==> src/rtl/imem_loader_pkg.sv <==
// Shared types and helpers for the instruction-memory loader.
package imem_loader_pkg;

  typedef enum logic [2:0] {
    S_IDLE,
    S_HDR_LO,
    S_HDR_HI,
    S_DATA,
    S_WRITE,
    S_DONE,
    S_ERR
  } loader_state_t;

  localparam int unsigned WORDS_PER_INS = 4;

  function automatic int unsigned depth(input int unsigned ins_address);
    return 32'd1 << (ins_address - 32'd2);
  endfunction

endpackage

==> src/rtl/imem_loader_word_assembler.sv <==
// Little-endian byte-to-word assembler: first byte lands in bits [7:0].
module imem_loader_word_assembler
  import imem_loader_pkg::*;
#(
  parameter int unsigned INS_W = 32
) (
  input  logic             i_clk,
  input  logic             i_reset,
  input  logic             i_clear,
  input  logic             i_shift_en,
  input  logic [7:0]       i_byte,
  output logic [INS_W-1:0] o_word,
  output logic             o_word_valid
);

  localparam logic [1:0] LAST_BYTE = 2'(WORDS_PER_INS - 1);

  logic [INS_W-1:0] r_word;
  logic [1:0]       r_idx;
  logic [INS_W-1:0] w_word;

  // Presents the word including the byte being shifted in this cycle.
  assign w_word       = {i_byte, r_word[INS_W-1:8]};
  assign o_word       = w_word;
  assign o_word_valid = i_shift_en & (r_idx == LAST_BYTE);

  always_ff @(posedge i_clk) begin
    if (i_reset || i_clear) begin
      r_word <= '0;
      r_idx  <= '0;
    end else if (i_shift_en) begin
      r_word <= w_word;
      r_idx  <= r_idx + 2'd1;
    end
  end

endmodule

==> src/rtl/imem_loader.sv <==
// Streams a length-prefixed byte image into the instruction memory, holding the CPU meanwhile.
module imem_loader
  import imem_loader_pkg::*;
#(
  parameter int unsigned INS_ADDRESS = 9,
  parameter int unsigned INS_W       = 32
) (
  input  logic                   clk,
  input  logic                   reset,
  input  logic                   start,
  input  logic                   rx_valid,
  input  logic [7:0]             rx_data,
  output logic                   rx_ready,
  output logic                   we,
  output logic [INS_ADDRESS-1:0] wa,
  output logic [INS_W-1:0]       wd,
  output logic                   cpu_hold,
  output logic                   done,
  output logic                   err
);

  localparam int unsigned IDX_W = INS_ADDRESS - 2;
  localparam logic [16:0] DEPTH = 17'(depth(INS_ADDRESS));

  loader_state_t    r_state;
  logic [IDX_W-1:0] r_word_idx;
  logic [15:0]      r_cnt;

  logic             w_xfer;
  logic             w_restart;
  logic             w_word_valid;
  logic [INS_W-1:0] w_word;
  logic [15:0]      w_hdr;
  logic             w_last;

  assign w_xfer    = rx_valid & rx_ready;
  assign w_restart = start & (r_state inside {S_IDLE, S_DONE, S_ERR});
  assign w_hdr     = {rx_data, r_cnt[7:0]};
  assign w_last    = (16'(r_word_idx) + 16'd1) == r_cnt;

  imem_loader_word_assembler #(
    .INS_W(INS_W)
  ) u_asm (
    .i_clk       (clk),
    .i_reset     (reset),
    .i_clear     (w_restart),
    .i_shift_en  (w_xfer && (r_state == S_DATA)),
    .i_byte      (rx_data),
    .o_word      (w_word),
    .o_word_valid(w_word_valid)
  );

  always_ff @(posedge clk) begin
    if (reset) begin
      r_state    <= S_IDLE;
      r_word_idx <= '0;
      r_cnt      <= '0;
      rx_ready   <= 1'b0;
      we         <= 1'b0;
      wa         <= '0;
      wd         <= '0;
      cpu_hold   <= 1'b0;
      done       <= 1'b0;
      err        <= 1'b0;
    end else begin
      case (r_state)
        S_IDLE, S_DONE, S_ERR: begin
          if (start) begin
            r_state    <= S_HDR_LO;
            r_word_idx <= '0;
            r_cnt      <= '0;
            rx_ready   <= 1'b1;
            cpu_hold   <= 1'b1;
            done       <= 1'b0;
            err        <= 1'b0;
          end
        end
        S_HDR_LO: begin
          if (w_xfer) begin
            r_cnt[7:0] <= rx_data;
            r_state    <= S_HDR_HI;
          end
        end
        S_HDR_HI: begin
          if (w_xfer) begin
            r_cnt[15:8] <= rx_data;
            if (w_hdr == 16'd0) begin
              r_state  <= S_DONE;
              rx_ready <= 1'b0;
              cpu_hold <= 1'b0;
              done     <= 1'b1;
            end else if ({1'b0, w_hdr} > DEPTH) begin
              r_state  <= S_ERR;
              rx_ready <= 1'b0;
              cpu_hold <= 1'b0;
              err      <= 1'b1;
            end else begin
              r_state <= S_DATA;
            end
          end
        end
        S_DATA: begin
          if (w_word_valid) begin
            r_state  <= S_WRITE;
            rx_ready <= 1'b0;
            we       <= 1'b1;
            wa       <= {r_word_idx, 2'b00};
            wd       <= w_word;
          end
        end
        S_WRITE: begin
          we <= 1'b0;
          // Index stops at N-1 so a full-depth image never wraps it.
          if (w_last) begin
            r_state  <= S_DONE;
            cpu_hold <= 1'b0;
            done     <= 1'b1;
          end else begin
            r_word_idx <= r_word_idx + 1'b1;
            r_state    <= S_DATA;
            rx_ready   <= 1'b1;
          end
        end
        default: r_state <= S_IDLE;
      endcase
    end
  end

endmodule

==> config.mk <==
export PLATFORM = sky130hd
export DESIGN_NAME = imem_loader
export DESIGN_NICKNAME = d
export VERILOG_FILES = /design/src/rtl/imem_loader_pkg.sv /design/src/rtl/imem_loader_word_assembler.sv /design/src/rtl/imem_loader.sv
export SDC_FILE = /design/constraint.sdc
export NUM_CORES = 1
export LEC_CHECK = 0
export ABC_AREA = 1
export CORE_ASPECT_RATIO = 0.5
export CORE_MARGIN = 4
export CORE_UTILIZATION = 25
export CTS_CLUSTER_DIAMETER = 40
export DETAILED_ROUTE_END_ITERATION = 10
export GPL_TIMING_DRIVEN = 0
export SETUP_SLACK_MARGIN = 0.3
export SYNTH_ARGS = -nofsm -noshare
export SYNTH_HDL_FRONTEND = slang
export SYNTH_SLANG_ARGS = --single-unit
==> constraint.sdc <==
create_clock -name clk -period 3.1 [get_ports clk]
set_input_delay 0.93 -clock clk [delete_from_list [all_inputs] [get_ports clk]]
set_output_delay 0.93 -clock clk [all_outputs]
set_load 0.05 [all_outputs]
; After elaboration in Yosys (flattened, before gate mapping)
; Cells that the tools add are included.
; W data, S select, Z words.
[classes]
n_addsub = 3
magnitude_cmp = 1
n_eq_ne = 18
mux = 35
bitwise = 3
n_reduce_logical = 22
[op_table]
columns = operator, count
row1 = $pmux W8 S2, 2
row2 = $mux W3, 7
row3 = $eq A8 B16 Y1, 1
row4 = $gt A16 B8 Y1 const B, 1
row5 = $logic_not A16 Y1, 1
row6 = $mux W16, 1
row7 = $ne A2 B2 Y1 const B, 8
row8 = $mux W1, 15
row9 = $pmux W3 S5, 1
row10 = $reduce_and A5 Y1, 3
row11 = $mux W7, 2
row12 = $pmux W7 S2, 1
row13 = $eq A3 B3 Y1 const B, 3
row14 = $reduce_and A3 Y1, 3
row15 = $add A7 B1 Y8 const B, 1
row16 = $mux W8, 1
row17 = $reduce_bool A2 Y1, 4
row18 = $add A7 B1 Y7 const B, 1
row19 = $eq A3 B2 Y1 const B, 2
row20 = $pmux W1 S3, 2
row21 = $reduce_and A6 Y1, 1
row22 = $reduce_bool A3 Y1, 2
row23 = $pmux W1 S2, 2
row24 = $pmux W1 S4, 1
row25 = 13 further kinds, 16
[totals]
ff_bits = 104
output_inout_bits = 46
wordCells = 95

; Longest topological paths before layout
[logic_depth]
depth_word = 5
mapped_depth = 15
mapped_depth_nobuf = 15

; By module
; From an unflattened synthesis, not the netlist that was laid out.
[hier_totals]
cells_unflattened = 616
hier_area_um2 = 4337.9
[by_module_without_submodules]
columns = module, instances, cells_each, area_per_inst_um2, seq_area_each_um2
row1 = imem_loader, 1, 441, 3175.5, 1401.3
row2 = imem_loader_word_assembler, 1, 175, 1162.4, 520.5

; Worst setup path after synthesis
; OpenSTA, ideal clock, no wires.
[synth_path]
kind = input port to flip-flop
startpoint = in reset
endpoint = reg err
setup_ns = 0.120
t_arrival_ns = 1.892
path_slack_ns = 1.089
path_stages = 5
cell_sequence = clkbuf_1 inv_1 o21ai_2 buf_2 a21oi_1
[synth_lines]
columns = item, line
row1 = from (decl), imem_loader.sv:9  ; input logic reset,
row2 = to (signal assigned), imem_loader.sv:64  ; err <= 1'b0;
row3 = to (signal assigned), imem_loader.sv:75  ; err <= 1'b0;
row4 = to (signal assigned), imem_loader.sv:96  ; err <= 1'b1;
row5 = to (decl), imem_loader.sv:19  ; output logic err

; Worst setup path in the final report
[layout_path]
startpoint = reg rx_ready
endpoint = out rx_ready
[layout_lines]
columns = item, line
row1 = from (decl), imem_loader.sv:13  ; output logic rx_ready,
row2 = from (signal assigned), imem_loader.sv:58  ; rx_ready <= 1'b0;
row3 = from (signal assigned), imem_loader.sv:72  ; rx_ready <= 1'b1;
row4 = from (signal assigned), imem_loader.sv:89  ; rx_ready <= 1'b0;
; No word-level cell between the ends.

==> flow_summary.yaml <==
sta:
  hold_violations: 0
  finalSetupViolCount: 0
  tns_ns: 0
  rsz0062_at_grt: "false"
  period_minus_slack_ns: 2.44
  slew_headroom: 0.578
  fmax_ghz: 0.410
  period_share: 0.787
  fin_skew_ns: 0.00640
  slew_viol_final: 0
  worst_pin_slew_ns: 0.633
hold_path:
  holdPathStages: 2
  hp-class: "reg -> reg"
  hp-start: "wd[5]"
  min_to: "wd[5]"
cells_and_area:
  filler_cell_count: 1734
  drive_gt1_frac: 0.0823
  diodes: 0
  finalCoreUtilization: 0.326
  fin_nets: 654
  syn_to_final_growth_pct: 27.9
  final_cell_area_um2: 5350
clock_network:
  ctsResizeCount: 0
  clockRootBuffer: "clkbuf_16"
  clkSinkCount: 96
  numCtsBuffers: 9
  clockBufferDepth: 2
  path_clk_slew_ns: 0.07
  cts_setup_buffers: 0
  cts_tree: "built"
  cts_max_level: 3
  clk_latency_ns: 0.34
  postCtsHoldBufs: 0
routing:
  vias: 3832
  drc: 0
  wl_per_cell_um: 12.8
  firstDrtPassIters: 5
  wirelength_um: 11200
  ant_nets: 0
  drtIter0Drc: 259
  viasPerCell: 4.40
logic_synthesis:
  syn_area_per_cell_um2: 7.30
  synth_area_um2: 4180
  yosysTopAreaCell: "dfxtp_1"
  synth_top_area_share: 0.460
  syn-instance-count: 573
  yosysWarningCount: 0
  ys_types: 32
  ys_seq_elements: 96
  synth.most_common_cell: "nand2_1"
  yosys-top-cells-count: "nand2_1 (113), dfxtp_1 (96), a21oi_1 (92)"
  synth.area.top_cells: "dfxtp_1 (46%), a21oi_1 (11%), nand2_1 (10%)"
  synth_async_sr_flop_share: 0
  ys_seq_area_frac: 0.460
  synth-edff-count: 0
  synth_ff_type: "dfxtp_1"
worst_setup_path:
  crit_chain: "clkdlybuf4s50_1"
  crit_slowest_cell: "clkdlybuf4s50_1"
  critPathArrivalTime_ns: 1.51
  worstReg2RegEnd: "r_word_idx[2]"
  end_kind: "output port"
  critical_path.max_stage_delay_ns: 0.81
  cp_max_fo: 3
  r2r_start: "r_word_idx[0]"
  cp_top_family: "buffers and inverters"
  worst-setup-path-type: "reg -> out"
  r2r_slack_ns: 0.93
  start_kind: "flip-flop"
  ff2ff_path_depth: 11
  critPathRequiredTime_ns: 2.17
  cp_num_buf_inv: 1
floorplanning:
  initial_core_util: 0.255
  ios: 58
  dieArea_um2: 19000
  core_area_um2: 16400
  fp-row-count: 33
  die_h_um: 99.4
  die_w_um: 191
power_and_ir_drop:
  vdd.ir_drop.worst_mv: 0.273
  powerDensity_nw_per_um2: 729
  leakage_uw: 0.00190
place:
  port_buffers: 54
  place_area_um2: 5010
  place_congestion: 0.850
  post-dp-hpwl_um: 8450
grt:
  antenna_found_initial: 0
  grt_first_pass_wirelength_um: 18600
  grt_overflow_total: 0
  grt_pass1_vias: 3736
  grt_max_degree: 16
  grt_usage: 0.121
run_status:
  status: "complete, no violations"
run:
  cap_violations: 0
how the worst max path moves through the flow:
stage          startpoint        to  slack, ns  cells past startpoint
6_report         rx_ready  rx_ready       0.66                      1
3_3_place_gp     rx_valid    wd[21]       0.32                      7
2_1_floorplan       reset       err       1.09                      5
3_5_place_dp   rx_data[0]  rx_ready       0.30                     11
5_1_grt        rx_data[0]  rx_ready       0.39                     11
4_1_cts          rx_ready  rx_ready       0.64                      1
area by class of cell:
type	count	area, um^2	area share
Sequential cell	96	1920	0.360
Clock inverter	6	108	0.0201
Clock buffer	10	229	0.0428
Buffer	27	121	0.0227
Inverter	80	300	0.0562
Tap cell	227	284	0.0531
Timing Repair Buffer	54	541	0.101
Multi-Input combinational cell	371	1840	0.344
layer usage:
layer | part of all wire | GRT usage | vias to the layer above
met5 | 0 | 0 | -
met4 | 0.014 | 0.0370 | 0
met3 | 0.035 | 0.0273 | 12
met2 | 0.47 | 0.203 | 62
met1 | 0.48 | 0.158 | 1761
li1 | - | - | 1997
report_power, final:
| part | internal [uW] | switching (uW) |
|---|---|---|
| sequential | 1330 | 73.1 |
| combinational | 405 | 832 |
| clock | 786 | 467 |
| total | 2520 | 1370 |
placed cells by master, fill, tap and decap left out, drive strengths merged:
cell	instances
clkinvlp	1
a31oi	1
clkbuf	30
fa	1
xor2	1
o21ai	45
or2	1
clkinv	2
nor2	37
ha	2
clkdlybuf4s50	54
nand3	51
a31o	1
nor3	3
a21oi	93
nand3b	1
bufinv	3
dfxtp	96
a211oi	9
o21bai	1
nand4	5
conb	2
nand2	117
buf	7
inv	80
logic make-up after synthesis:
| group | count (synthesis) | synth area share |
|---|---|---|
| buffers and inverters | 107 | 0.101 |
| AND/OR/NAND/NOR | 215 | 0.227 |
| XOR/XNOR | 1 | 0.00210 |
| other | 1 | 0.000897 |
| AO/OA/AOI/OAI | 150 | 0.199 |
| flip-flops | 96 | 0.460 |
| adder cells (fa/ha/maj) | 3 | 0.0108 |
flip-flops by register name (all words and copies together), names as in the netlist:
name and flops:
rx_ready 1, r_cnt 16, err 1, r_state 3, u_asm.r_idx 2, r_word_idx 7
wa 7, done 1, cpu_hold 1, we 1, wd 32, u_asm.r_word 24
through the flow:
step / power (uW) / cells / setup WS (ns) / hold WS, ns
floorplan: 2360 / 574 / 1.09 / 0.438
global placement: 2640 / 855 / 0.324 / 0.434
detailed placement: 2660 / 855 / 0.302 / 0.439
CTS: 3920 / 871 / 0.641 / 0.450
global route: 4150 / 871 / 0.390 / 0.468
finish: 3900 / 871 / 0.659 / 0.444
Power figures use the tool's default switching activity.
